===== src/rtl/cmpge_share_sched.sv =====
// Round-robin scheduler time-sharing one external unsigned a>=b comparator among NREQ requesters.
// Optional CMPGE_SETTLE_EN adds a one-cycle SETTLE state between operand issue and result capture.
module cmpge_share_sched #(
  parameter int NREQ = 4,
  parameter int W    = 4,
  parameter int IDW  = 2
) (
  input  logic              clk,
  input  logic              rst,
  input  logic [NREQ-1:0]   req,
  input  logic [NREQ*W-1:0] a_in,
  input  logic [NREQ*W-1:0] b_in,
  output logic [NREQ-1:0]   gnt,
  output logic              busy,
  output logic [W-1:0]      cmp_a,
  output logic [W-1:0]      cmp_b,
  input  logic              cmp_o,
  output logic              o_valid,
  output logic [IDW-1:0]    o_id,
  output logic              o_ge
);

  typedef enum logic [1:0] {IDLE, ISSUE, SETTLE, EVAL} state_t;

  state_t            state, state_n;
  logic [IDW-1:0]    ptr;
  logic [IDW-1:0]    cur;
  logic [IDW-1:0]    win;
  logic              found;
  logic [NREQ-1:0]   win_onehot;
  logic              grant_now;
  logic              capture;

  // Rotating priority search starting at ptr; the first active request wins.
  always_comb begin
    // NOTE: every always_comb output gets a default first so no path leaves it unassigned (no latch).
    found      = 1'b0;
    win        = '0;
    win_onehot = '0;
    for (int i = 0; i < NREQ; i++) begin
      int j;
      j = (int'(ptr) + i) % NREQ;
      if (!found && req[j[IDW-1:0]]) begin
        found = 1'b1;
        win   = j[IDW-1:0];
      end
    end
    win_onehot[win] = 1'b1;
  end

  always_comb begin
    state_n   = state;
    grant_now = 1'b0;
    capture   = 1'b0;
    case (state)
      IDLE: begin
        if (found) begin
          grant_now = 1'b1;
          state_n   = ISSUE;
        end
      end
      ISSUE: begin
`ifdef CMPGE_SETTLE_EN
        state_n = SETTLE;
`else
        state_n = EVAL;
`endif
      end
      SETTLE: state_n = EVAL;
      EVAL: begin
        capture = 1'b1;
        if (found) begin
          grant_now = 1'b1;
          state_n   = ISSUE;
        end else begin
          state_n = IDLE;
        end
      end
      default: state_n = IDLE;
    endcase
  end

  // NOTE: sequential state uses non-blocking assignments so every register samples pre-edge values.
  always_ff @(posedge clk or posedge rst) begin
    if (rst) begin
      state <= IDLE;
    end else begin
      state <= state_n;
    end
  end

  always_ff @(posedge clk or posedge rst) begin
    if (rst) begin
      gnt     <= '0;
      cmp_a   <= '0;
      cmp_b   <= '0;
      ptr     <= '0;
      cur     <= '0;
      o_valid <= 1'b0;
      o_id    <= '0;
      o_ge    <= 1'b0;
    end else begin
      gnt     <= grant_now ? win_onehot : '0;
      o_valid <= capture;
      if (grant_now) begin
        cmp_a <= a_in[int'(win)*W +: W];
        cmp_b <= b_in[int'(win)*W +: W];
        cur   <= win;
        ptr   <= (win == IDW'(NREQ-1)) ? '0 : win + 1'b1;
      end
      // cur still names the in-flight requester here; it is only overwritten by the same edge's grant.
      if (capture) begin
        o_ge <= cmp_o;
        o_id <= cur;
      end
    end
  end

  assign busy = (state != IDLE);

endmodule

===== config.mk =====
export PLATFORM = sky130hd
export DESIGN_NAME = cmpge_share_sched
export DESIGN_NICKNAME = d
export VERILOG_FILES = /design/src/rtl/cmpge_share_sched.sv
export SDC_FILE = /design/constraint.sdc
export NUM_CORES = 1
export LEC_CHECK = 0
export CAP_MARGIN = 20
export CORE_UTILIZATION = 40
export DETAILED_ROUTE_END_ITERATION = 12
export MAX_ROUTING_LAYER = met4
export PLACE_DENSITY = 0.86
export SYNTH_ARGS = -nofsm -noshare
export SYNTH_HDL_FRONTEND = slang
export SYNTH_SLANG_ARGS = --single-unit

===== constraint.sdc =====
create_clock -name clk -period 2 [get_ports clk]
set_clock_uncertainty 0.15 [all_clocks]
set_input_delay 0.4 -clock clk [delete_from_list [all_inputs] [get_ports clk]]
set_output_delay 0.4 -clock clk [all_outputs]
set_load 0.02 [all_outputs]

---- Word-level counts from Yosys, hierarchy flattened ----
Cells that the tools add are included.
W data, S select, Z words.
word-level totals
  output and inout port bits .............. 17
  register bits ........................... 22
  input bits .............................. 39
  word-level logic and storage cells ...... 63
operators by class
  shift-type cells ........................ 2
  $add $sub $neg .......................... 4
  multiplexer cells ....................... 26
  order comparisons ....................... 6
  equality and inequality tests ........... 5
  reductions and logical operators ........ 11
operators by type and width
  operator               number
  $shiftx A16 B5 Y4      2
  $lt A2 B3 Y1 const B   5
  $mux W1                13
  $mux W2                6
  $bmux W1 S2            4
  $eq A2 B2 Y1 const B   3
  $pmux W2 S3            1
  $add A2 B1 Y2 const B  2
  $add A2 B2 Y2 const B  2
  $logic_and A1 B1 Y1    4
  $mux W4                1
  $reduce_or A2 Y1       2
  $logic_not A1 Y1       3
  $demux W1 S2           1
  $eq A2 B1 Y1 const B   1
  $ge A2 B1 Y1 const B   1
  $logic_not A2 Y1       1
  $ne A2 B2 Y1 const B   1
  $reduce_bool A2 Y1     1

---- Logic depth before layout (Yosys ltp) ----
  depth in word-level cells ............... 17
  gate-level depth with buffers ........... 7
  mapped depth without buffers ............ 5

---- Worst setup path after synthesis ----
OpenSTA, ideal clock, no wires.
  path type ............................... flip-flop to flip-flop
  from .................................... register state[0]
  to ...................................... register cmp_a[0]
  period minus slack after synthesis ...... 1.719 ns
  cell stages (with the launch flop) ...... 8
  library setup time ...................... 0.132 ns
  buffers on the path ..................... 2
  arrival ................................. 1.437 ns
  slack ................................... 0.281 ns
  data required time ...................... 1.718 ns
  path through ............................ dfrtp_1 -> inv_1 -> ha_1 -> or2_2 -> buf_2 -> buf_4 -> nand2_1 -> o221ai_2
on the way
  longest elaborated chain between the ends .. 3
  elaborated cells between the ends (all ways) .. 4
  those cells by class .................... 1 x eq/ne; 1 x mux; 2 x reduce/logical
ends and longest elaborated chain
  element                                                  line  RTL
  start, declared                                          25    state_t state, state_n;
  start signal, assigned                                   88    state <= state_n;
  $eq A2 B2 Y1 / $logic_not A2 Y1 (equally long branches)  55    case (state)
  $reduce_or A2 Y1 (no source line) (*)                    -
  $mux W1 (*)                                              -
  end signal, assigned                                     106   cmp_a <= a_in[int'(win)*W +: W];
  end, declared                                            15    output logic [W-1:0] cmp_a,
Every way passes the cells marked *; elsewhere a longest branch is shown, timed or not.
A chain may end at the register's enable or synchronous reset.

---- Worst setup path in the final report ----
  from .................................... input port req[2]
  to ...................................... register cmp_a[2]
on the way
  longest elaborated chain between the ends .. 14
  elaborated cells between the ends (all ways) .. 25
  those cells by class .................... 1 x shift; 18 x mux; 6 x reduce/logical
ends and longest elaborated chain
  element                                               line  RTL
  start, declared                                       10    input logic [NREQ-1:0] req,
  branches (longest 14 deep; another with $bmux W1 S2)  -
Parallel ways; which one is timed is not known. The select of a mux whose other input is x is not followed.

==> impl_results.md <==
* Worst-margin pin slew at 0.299 ns
* Clock period minus worst slack at 1.91 ns
* Postcts setup bufs at 0
* TritonCTS clock tree: built
* Outcome: finished, violations left
* CTS sink count at 22
* P_leak at 0.805 nW
* Drt total wl at 2.77 mm
* Hold Violations, Final at 0
* # diodes at 0
* Remaining Overflow, GRT at 0
* Die Y at 56.7 µm
* Initial antenna violation count at 0
* Reg clk slew, reported paths at 0.12 ns
* Vias per cell at 5.24
* Post-Syn Instances at 105
* Worst EP required at 2.04 ns
* I/O Pins at 56
* Final setup vio count at 0
* Post-synthesis register bit count at 22
* Top cell type's share of synthesized area at 0.459
* DRC violations left at 2
* Finished Layout Cells at 195
* Area Overhead vs Synth at 53.4%
* Critical path type: in -> reg
* VDD IR max at 0.000743 V
* Max Cap Viol at 0
* Reg2reg start: ptr[1]$_DFFE_PP0P_
* Post-synth ARST share at 1.00
* Largest net degree at the start of global routing at 23
* Num CTS Buffers at 3
* Starting DRC count in detailed routing at 26
* Synth top cells by count: 22 x dfrtp_1, 17 x mux2i_1, 15 x nand2_1
* DP Wirelength at 2.21 mm
* Hold Crit Class: in -> async
* Power per cell area at 1450 nW/µm²
* Final nets at 208
* Max-slew headroom at 0.800
* Root Driver: clkbuf_4
* Synth area leader: dfrtp_1
* First-pass GRT wire length at 4.44 mm
* Post-synth EDFFs at 0
* Clk buf depth at 2
* Drt wl/cell at 14.2 µm
* Register area share after synthesis at 0.459
* H-tree depth at 1
* Layout cell share with drive strength beyond 1 at 0.152
* Post-Syn Area at 1200 µm²
* Worst skew pair latency at 0.31 ns
* Setup crit end kind: flip-flop
* Final hold slack at 0.267 ns
* Failing checks: design-rule violations
* Setup TNS at 0 ns
* Count leader, synth: dfrtp_1
* RSZ-0062 raised after global routing: false
* Area of the core at 2810 µm²
* Crit Path Max Fanout at 18
* Startpoint Class: input port
* Initial DRT Pass Iterations at 8
* RePlAce Congestion at 0.707
* Syn avg cell area at 11.4 µm²
* Top post-synthesis cells by area: dfrtp_1 46%, mux2i_1 14%, o221ai_2 7.5%
* Net Count, Synth at 147
* Fmax at 524 MHz
* Critical Path AT at 1.95 ns
* Initial Util at 0.427
* Vias after detailed routing at 1022
* Syn. warnings at 0
* Die area at 3220 µm²
* Main flop type after synthesis: dfrtp_1
* Number of I/O port buffers at 55
* Final count of pins violating max slew at 0
* Die width at 56.7 µm
* DP Cell Count at 192
* Crit share post-route at 0.954
* Routed Antenna Nets at 0
* Yosys cell types at 26
* Vias in the first global route at 1070
* CP startpoint: req[2]
* Total track usage at 0.188
* Row Count at 19
[registers in the layout (all words and copies together) (netlist names)]
signal   flops
cmp_b        4
state        2
cmp_a        4
o_id         2
cur          2
o_valid      1
o_ge         1
gnt          4
ptr          2
[path summary, 6_finish.rpt]
check                                        to  slack, ns  cells past startpoint
max in group asynchronous    cur[1]$_DFFE_PP0P_       1.21                      3
min                        cmp_a[1]$_DFFE_PP0P_       0.27                      3
max reg2reg                cmp_a[2]$_DFFE_PP0P_       0.22                      6
min reg2reg                  cur[1]$_DFFE_PP0P_       0.34                      2
min in group clk             cur[1]$_DFFE_PP0P_       0.34                      2
max                        cmp_a[2]$_DFFE_PP0P_       0.09                      6
[where the power goes]
part           switching, mW  leakage, nW  total, mW  internal, mW
clock                  0.125       0.0138      0.196        0.0704
combinational          0.851        0.521       1.67         0.823
sequential             0.123        0.271      0.791         0.668
total                   1.10        0.805       2.66          1.56
[layout by cell type (no fill, tap or decap), drive strengths merged, types with 3 or more instances in the layout]
cell type / n
a21oi: 3
dfrtp: 22
clkdlybuf4s50: 54
o221ai: 8
ha: 3
clkbuf: 3
mux2i: 17
nand2: 16
nor2: 6
mux2: 3
o21ai: 4
inv: 7
buf: 7
[stage by stage]
stage	utilization	cell area [µm²]	power, mW	setup WS (ns)
floorplan	-	1200	1.89	0.281
global placement	0.648	1820	2.41	-0.132
detailed placement	0.648	1820	2.48	-0.240
CTS	0.656	1840	2.67	0.0810
global route	0.656	1840	2.83	0.0112
finish	0.656	1840	2.66	0.0925
[metal layers]
metal  part of all wire  up-vias  GRT usage  routed length, µm
met1               0.39      486      0.197               1080
met3              0.060        4     0.0346                165
met2               0.54       46      0.350               1490
met5                  0        -          -                  0
li1                   -      486          -                  -
met4              0.012        0     0.0627                 32
[timing repair]
action,CTS,global route
resized for setup,1,0
hold buffers,0,0
endpoints found under the setup margin,1,0
[cell families (layout without fill, tap and decap cells)]
logic type	after synthesis	after routing	share of synthesized area
and+or+nand+nor	28	28	0.124
AOI/OAI and AO/OA	18	18	0.146
xor gates and xnor gates	1	1	0.00731
muxes	20	20	0.170
DFF	22	22	0.459
buffers and inverters	13	72	0.0616
adders and majority gates	3	3	0.0313
[worst max-delay path, cell delays in order]
cell and delay [ns]:
clkdlybuf4s50_1 0.59, nand3b_1 0.15, a2bb2oi_2 0.19, buf_12 0.19, mux2i_1 0.28, o221ai_2 0.14
[area by class of cell]
type,count,area (µm²)
multi-input cells,70,574
repair buffers,62,627
inverters,7,26.3
well taps,31,38.8
clock buffers,3,22.5
flip-flops and latches,22,551
fillers,226,966
Note: power is estimated with default switching activity, not from simulation.
